$ cat config.mk
export PLATFORM = sky130hd
export DESIGN_NAME = pipeline_ctrl
export DESIGN_NICKNAME = d
export VERILOG_FILES = /design/src/rtl/pipeline_ctrl.sv
export SDC_FILE = /design/constraint.sdc
export NUM_CORES = 1
export LEC_CHECK = 0
export CAP_MARGIN = 5
export CORE_UTILIZATION = 47
export DETAILED_ROUTE_END_ITERATION = 16
export PLACE_DENSITY = 0.84
export SETUP_SLACK_MARGIN = 0.05
export SLEW_MARGIN = 25
export SYNTH_ARGS = -nofsm -noshare
export SYNTH_HDL_FRONTEND = slang
export SYNTH_SLANG_ARGS = --single-unit
export TNS_END_PERCENT = 20
$ cat constraint.sdc
create_clock -name clk -period 2.4 [get_ports clk]
set_input_delay 0.48 -clock clk [delete_from_list [all_inputs] [get_ports clk]]
set_output_delay 0.48 -clock clk [all_outputs]
set_load 0.05 [all_outputs]
$ cat src/rtl/pipeline_ctrl.sv
// Hazard and sequencing controller for the 5-stage RV32I pipeline: stage enables,
// bubble flushes, EX forwarding selects, data-memory wait handling and debug halt/step.
module pipeline_ctrl #(
  parameter int MEM_TIMEOUT = 16,
  parameter int CNT_W       = 16
) (
  input  logic             clk,
  input  logic             rst,
  input  logic [4:0]       Rs1_ID,
  input  logic [4:0]       Rs2_ID,
  input  logic [4:0]       Rs1_EX,
  input  logic [4:0]       Rs2_EX,
  input  logic [4:0]       Rd_EX,
  input  logic             RegWrite_EX,
  input  logic [1:0]       ResultSrc_EX,
  input  logic [4:0]       Rd_MEM,
  input  logic             RegWrite_MEM,
  input  logic [4:0]       Rd_WB,
  input  logic             RegWrite_WB,
  input  logic             BranchTaken_MEM,
  input  logic             MemAccess_MEM,
  input  logic             dmem_ready,
  input  logic             halt_req,
  input  logic             step_req,
  output logic             en_pc,
  output logic             en_if_id,
  output logic             en_id_ex,
  output logic             en_ex_mem,
  output logic             flush_if_id,
  output logic             flush_id_ex,
  output logic             flush_ex_mem,
  output logic             flush_mem_wb,
  output logic [1:0]       ForwardA_EX,
  output logic [1:0]       ForwardB_EX,
  output logic             halted,
  output logic             mem_error,
  output logic [CNT_W-1:0] stall_cnt
);

  typedef enum logic [1:0] {RUN, MEM_WAIT, HALTED, STEP} state_t;

  state_t           r_state, w_nextState;
  logic [15:0]      r_waitCnt, w_nextWaitCnt;
  logic             r_fromStep, w_nextFromStep;
  logic             r_memError, w_nextMemError;
  logic [CNT_W-1:0] r_stallCnt;

  logic w_memBusy;
  logic w_loadUse;

  assign w_memBusy = MemAccess_MEM & ~dmem_ready;
  assign w_loadUse = (ResultSrc_EX == 2'b01) & RegWrite_EX & (Rd_EX != 5'd0) &
                     ((Rd_EX == Rs1_ID) | (Rd_EX == Rs2_ID));

  // MEM-stage ALU result is younger than the WB result, so it wins; x0 is never forwarded.
  assign ForwardA_EX = (RegWrite_MEM && Rd_MEM != 5'd0 && Rd_MEM == Rs1_EX) ? 2'b10 :
                       (RegWrite_WB  && Rd_WB  != 5'd0 && Rd_WB  == Rs1_EX) ? 2'b01 : 2'b00;
  assign ForwardB_EX = (RegWrite_MEM && Rd_MEM != 5'd0 && Rd_MEM == Rs2_EX) ? 2'b10 :
                       (RegWrite_WB  && Rd_WB  != 5'd0 && Rd_WB  == Rs2_EX) ? 2'b01 : 2'b00;

  assign halted    = (r_state == HALTED);
  assign mem_error = r_memError;
  assign stall_cnt = r_stallCnt;

  always_comb begin
    en_pc        = 1'b1;
    en_if_id     = 1'b1;
    en_id_ex     = 1'b1;
    en_ex_mem    = 1'b1;
    flush_if_id  = 1'b0;
    flush_id_ex  = 1'b0;
    flush_ex_mem = 1'b0;
    flush_mem_wb = 1'b0;
    // A pending memory access outranks a branch squash, which is replayed once it completes.
    if (r_state == HALTED || w_memBusy) begin
      en_pc        = 1'b0;
      en_if_id     = 1'b0;
      en_id_ex     = 1'b0;
      en_ex_mem    = 1'b0;
      flush_mem_wb = 1'b1;
    end else if (BranchTaken_MEM) begin
      flush_if_id  = 1'b1;
      flush_id_ex  = 1'b1;
      flush_ex_mem = 1'b1;
    end else if (w_loadUse) begin
      en_pc       = 1'b0;
      en_if_id    = 1'b0;
      flush_id_ex = 1'b1;
    end
  end

  always_comb begin
    w_nextState    = r_state;
    w_nextWaitCnt  = r_waitCnt;
    w_nextFromStep = r_fromStep;
    w_nextMemError = r_memError;
    unique case (r_state)
      RUN: begin
        if (w_memBusy) begin
          w_nextState    = MEM_WAIT;
          w_nextWaitCnt  = 16'd1;
          w_nextFromStep = 1'b0;
        end else if (halt_req) begin
          w_nextState = HALTED;
        end
      end
      MEM_WAIT: begin
        if (dmem_ready) begin
          w_nextState    = (r_fromStep && halt_req) ? HALTED : RUN;
          w_nextWaitCnt  = 16'd0;
          w_nextFromStep = 1'b0;
        end else if (r_waitCnt == 16'(MEM_TIMEOUT)) begin
          w_nextState    = HALTED;
          w_nextMemError = 1'b1;
        end else begin
          w_nextWaitCnt = r_waitCnt + 16'd1;
        end
      end
      HALTED: begin
        if (!r_memError) begin
          if (step_req)       w_nextState = STEP;
          else if (!halt_req) w_nextState = RUN;
        end
      end
      STEP: begin
        if (w_memBusy) begin
          w_nextState    = MEM_WAIT;
          w_nextWaitCnt  = 16'd1;
          w_nextFromStep = 1'b1;
        end else begin
          w_nextState = HALTED;
        end
      end
      default: w_nextState = RUN;
    endcase
  end

  always_ff @(posedge clk) begin
    if (!rst) begin
      r_state    <= RUN;
      r_waitCnt  <= 16'd0;
      r_fromStep <= 1'b0;
      r_memError <= 1'b0;
      r_stallCnt <= '0;
    end else begin
      r_state    <= w_nextState;
      r_waitCnt  <= w_nextWaitCnt;
      r_fromStep <= w_nextFromStep;
      r_memError <= w_nextMemError;
      if (!en_pc && r_state != HALTED && r_stallCnt != '1)
        r_stallCnt <= r_stallCnt + CNT_W'(1);
    end
  end

endmodule
Word-level counts from Yosys, hierarchy flattened
Cells that the tools add are included.

Bits in registers: 36. Output and inout bits: 30. Word-level logic and storage cells: 89.

Multiplexer cells: 32. $add $sub $neg: 2. Bitwise operators: 6. Equal/unequal tests: 22. Reductions and logical operators: 22.

Operator list (count): 2-to-1 mux 16 bit (3); adder 16 x 1 -> 16 bit, second input constant (2); one-hot mux 16 bit (2 select lines) (1); == test 5 bit (6); 2-to-1 mux 2 bit (11); == test 16 x 5 -> 1 bit, second input constant (1); != test 16 bit, second input constant (1); 2-to-1 mux 1 bit (15); nonzero test 5 bit (3); != test 3 bit, second input constant (4); != test 2 bit, second input constant (5); logical AND 1 bit (9); one-hot mux 2 bit (4 select lines) (1); AND reduction 4 bit (2); AND reduction 3 bit (2); AND 1 bit (4); == test 2 x 1 -> 1 bit, second input constant (2); == test 2 bit, second input constant (2); one-hot mux 1 bit (3 select lines) (1); nonzero test 3 bit (1); zero test 2 bit (1); != test 2 x 1 -> 1 bit, second input constant (1); nonzero test 2 bit (1); OR reduction 2 bit (1); other kinds (4) (4).

Logic depth before layout (Yosys ltp)
Depth after elaboration: 10. Depth in mapped cells: 9. Depth with buffers taken out: 8.

Least setup slack after synthesis
OpenSTA, ideal clock, no wires.

Kind: reg2out. Start point: reg r_state[0]. End point: out en_pc. Data arrival time: 3318 ps. Setup slack: -1398 ps. Buffers on the path: 1. Data required time: 1920 ps. Stages on the path, launching flop included: 7. Cells stage by stage: dfxtp_1 -> inv_1 -> ha_1 -> nor2_1 -> inv_1 -> nor2_1 -> buf_4.

Cells in the longest elaborated chain, start to end: 3.

RTL lines: start: declaration (line 42) `state_t r_state, w_nextState;`; start signal: assignment (line 146) `r_state <= w_nextState;`; == test 2 bit; net halted (line 35) `output logic halted,`; logical OR 1 bit (line 75) `if (r_state == HALTED || w_memBusy) begin`; 2-to-1 mux 1 bit (line 75); end: declaration (line 25) `output logic en_pc,`.

The timed path passes the listed nets, and every way through them passes these cells.

Worst setup path after layout
Start point: in Rd_WB[2]. End point: out ForwardA_EX[0].

Cells in the longest elaborated chain, start to end: 5. Elaborated cells on any way between the ends: 6. Those cells by class: 1 x eq/ne; 2 x mux; 3 x reduce/logical.

RTL lines: start: declaration (line 18) `input logic [4:0] Rd_WB,`; nonzero test 5 bit (line 57) `(RegWrite_WB && Rd_WB != 5'd0 && Rd_WB == Rs1_EX) ? 2'b01 : 2'b00;`; logical AND 1 bit (line 57); logical AND 1 bit * (line 57); 2-to-1 mux 1 bit * (line 57); 2-to-1 mux 2 bit * (line 56) `assign ForwardA_EX = (RegWrite_MEM && Rd_MEM != 5'd0 && Rd_MEM == Rs1_EX) ? 2'b10 :`; end: declaration (line 33) `output logic [1:0] ForwardA_EX,`.

Mark *: on every way between the ends. The rest lies on a longest branch, timed or not.

==> impl_metrics.csv <==
group,metric,value,unit
worst_setup_path,critPathKind,"in -> out",
synth,ys_seq_elements,36,
timing,grt_setup_unrepaired,"yes",
die,std_cell_rows,25,
worst_setup_path,reg2reg_setup_slack,0.23,ns
placement,port_buffers,76,
timing,fin_skew,0.00699,ns
pwr,power.density,592,mW/mm2
timing,achievable-frequency,419,MHz
timing,setup_total_negative_slack,0,ns
timing,final-setup-viol-count,0,
final_layout,area_occupied_by_multi_input_gates,0.00176,mm2
clock_tree,cts-buffers-inserted,5,
die,fp.dieW,73.5,um
detailed_routing,drt_iter0_markers,74,
synth,synth_enable_flop_cells,0,
worst_setup_path,crit_slowest_cell,"or4_4",
final_layout,postLayoutCellArea,0.00380,mm2
synth,synth-seq-area-share,30.0,%
synth,asyncSetResetFlopFracSynth,0,%
final_layout,fillerInstances,356,
grt,vias_in_the_first_global_route,2485,
timing,timing.final.max_slew_violations,0,
timing,worst-slew-pin-transition,0.543,ns
timing,final_hold_viol_count,0,
die,fp.dieH,73.5,um
detailed_routing,totalWireLength,6970,um
pwr,vdd.ir_drop.worst,422,uV
worst_setup_path,cp_num_buf_inv,3,
final_layout,area_of_all_sequential_standard_cells,722,um2
min_path,hold_path_class,"reg -> reg",
synth,yosys.cell_types.count,49,
timing,finalWorstPathRequiredPeriod,2.38,ns
worst_setup_path,setup.worst_path.start_class,"primary input",
grt,grt.total_usage,26.3,%
grt,grt_antenna_before_repair,0,
clock_tree,hold_buffers,0,
final_layout,post_route_cells_drive_above_1_share,21.9,%
detailed_routing,drt-pass1-iter-count,4,
clock_tree,clk_latency,0.29,ns
placement,postPlaceCellArea,0.00362,mm2
die,die-area,0.00540,mm2
final_layout,layout_common_cells,"clkdlybuf4s50_1 (40), dfxtp_1 (35), buf_4 (33)",
timing,maxSlewHeadroom,63.8,%
grt,gr-total-overflow,0,
synth,yosysWarnings,0,
worst_setup_path,cp_cell_sequence,"clkdlybuf4s15_2, buf_4, xor2_1, or4_4, nor4_4, buf_12",
synth,ys.flop_type,"dfxtp_1",
synth,synthesis.instances,304,
grt,grt_first_pass_wirelength,11100,um
final_layout,area.growth.synth_to_final,58.4,%
clock_tree,cts.path.max_buffers,2,
worst_setup_path,worst_ep_arrival_time,1.90,ns
clock_tree,clock_tree_from_tritoncts,"built",
worst_setup_path,end_kind,"output port",
detailed_routing,drt-vias-per-instance,5.67,
die,core_area,0.00482,mm2
worst_setup_path,cpPeakStageDelay,0.55,ns
clock_tree,cts.htree.levels,2,
final_layout,finish.net_count,459,
clock_tree,clockRootBuffer,"clkbuf_8",
clock_tree,post_cts_buffers,0,
placement,place_ws,-0.446,ns
placement,post-dp-hpwl,5250,um
flow_run,max-cap-violations,0,
timing,post-route-period-util,99.4,%
run_status,result_of_the_run,"complete, no violations",
timing,minimum_setup_slack_in_the_final_design,0.0152,ns
die,floorplan.initialDensity,49.8,%
synth,syn_area_per_cell,7.89,um2
clock_tree,cts.reportedPaths.clkPinSlew,0.07,ns
detailed_routing,post_drt_wl_per_cell,14.7,um
synth,syn-num-nets,358,
detailed_routing,post_detailed_route_count_of_antenna_violating_nets,0,
clock_tree,clock-sinks,36,
worst_setup_path,crit_path_max_fanout,2,
detailed_routing,routed-via-count,2682,
die,boundaryPins,77,
detailed_routing,drc_errors,0,
worst_setup_path,crit_family,"simple AND/OR/NAND/NOR gates",
synth,synth.cell_area,0.00240,mm2
worst_setup_path,required,1.92,ns
final_layout,antennaDiodeCount,0,
pwr,power_leakage,1.42,nW
final_layout,layout.cells.most_common,"clkdlybuf4s50_1",
grt,grt_start_max_net_pins,32,
placement,global_placer_s_final_weighted_congestion,0.864,
[sequential cells by signal, indices dropped and copies added, names as in the netlist]
name        count
r_waitCnt      16
stall_cnt      16
r_state         2
mem_error       1
r_fromStep      1
[cells by family (layout without fill, tap and decap cells)]
kind of cell / count (synthesis) / in the layout / share of synthesized area (%)
AO/OA/AOI/OAI: 68 / 68 / 18.2
XOR/XNOR: 37 / 37 / 13.5
adder cells (fa/ha/maj): 7 / 7 / 3.65
buffers and inverters: 26 / 128 / 5.00
flip-flops: 36 / 36 / 30.0
multiplexers: 1 / 1 / 0.417
AND/OR/NAND/NOR: 129 / 129 / 29.2
[per-stage QoR]
| stage | cells | hold slack (ns) | power (mW) | util, % |
|---|---|---|---|---|
| 2_1_floorplan | 304 | 0.464 | 1.30 | - |
| 3_3_place_gp | 465 | 0.477 | 1.69 | 75.2 |
| 3_5_place_dp | 465 | 0.483 | 1.72 | 75.2 |
| 4_1_cts | 473 | 0.498 | 2.25 | 78.4 |
| 5_1_grt | 473 | 0.538 | 2.36 | 78.9 |
| 6_report | 473 | 0.493 | 2.25 | 78.9 |
[final cells by class]
type / instances / area share (%)
flip-flops and latches: 36 / 19.0
well taps: 67 / 2.20
repair buffers: 108 / 28.3
multi-input cells: 242 / 46.4
clock inverters: 2 / 0.921
clock buffers: 6 / 1.91
inverters: 12 / 1.28
[final timing paths]
check / from / end / cells past startpoint
hold / removal: stall_cnt[8]$_SDFFE_PN0P_ / stall_cnt[8]$_SDFFE_PN0P_ / 2
hold reg to reg: stall_cnt[8]$_SDFFE_PN0P_ / stall_cnt[8]$_SDFFE_PN0P_ / 2
setup reg to reg: r_state[1]$_SDFFE_PN0P_ / r_waitCnt[12]$_SDFFE_PN0P_ / 9
setup / recovery: Rd_WB[2] / ForwardA_EX[0] / 6
[worst register-to-register path: stages, from the launching register on]
cell	delay (ns)
dfxtp_1	0.43
inv_1	0.09
ha_1	0.36
inv_1	0.11
a21oi_1	0.18
a21boi_0	0.26
buf_4	0.18
a21o_1	0.17
o22ai_1	0.10
a21o_1	0.18
[synth_stat cells, drive strengths merged (2+ instances only)]
cell     number  share of area [%]
buf           9                2.3
and3          9                2.3
nand4         5                1.3
a2111oi       2               0.99
nand2        19                3.0
or3          10                2.6
o31ai         8                2.5
o211ai        3                1.1
or4          12                3.8
a21o          3               0.94
a21oi        24                5.0
nor2         25                3.9
nor3          7                1.5
o22ai         2               0.52
xnor2         8                2.9
and2          3               0.78
nand2b        5                1.3
dfxtp        36                 30
o21ai        15                3.1
and4          2               0.73
inv          12                1.9
nor4b         2               0.73
xor2         29                 11
ha            7                3.6
nor2b         4                1.0
nand3        15                3.1
clkbuf        5               0.78
nor4          8                2.1
[report_power, final]
part | switching (mW) | leakage [nW] | internal [mW]
Combinational | 0.595 | 1.08 | 0.468
Clock | 0.213 | 0.0552 | 0.308
Sequential | 0.0386 | 0.291 | 0.628
[routing by layer]
metal	share of wire (%)	global-route usage (%)	vias up
li1	-	-	1300
met1	43	31.6	1266
met2	47	46.2	102
met3	8.1	5.49	14
met4	1.9	9.62	0
met5	0	0	-
[what timing repair did]
action / CTS / global route
pin swaps: 15 / 4
gates resized for setup: 57 / 4
endpoints found under the setup margin: 23 / 16
(Power assumes the default switching activity.)
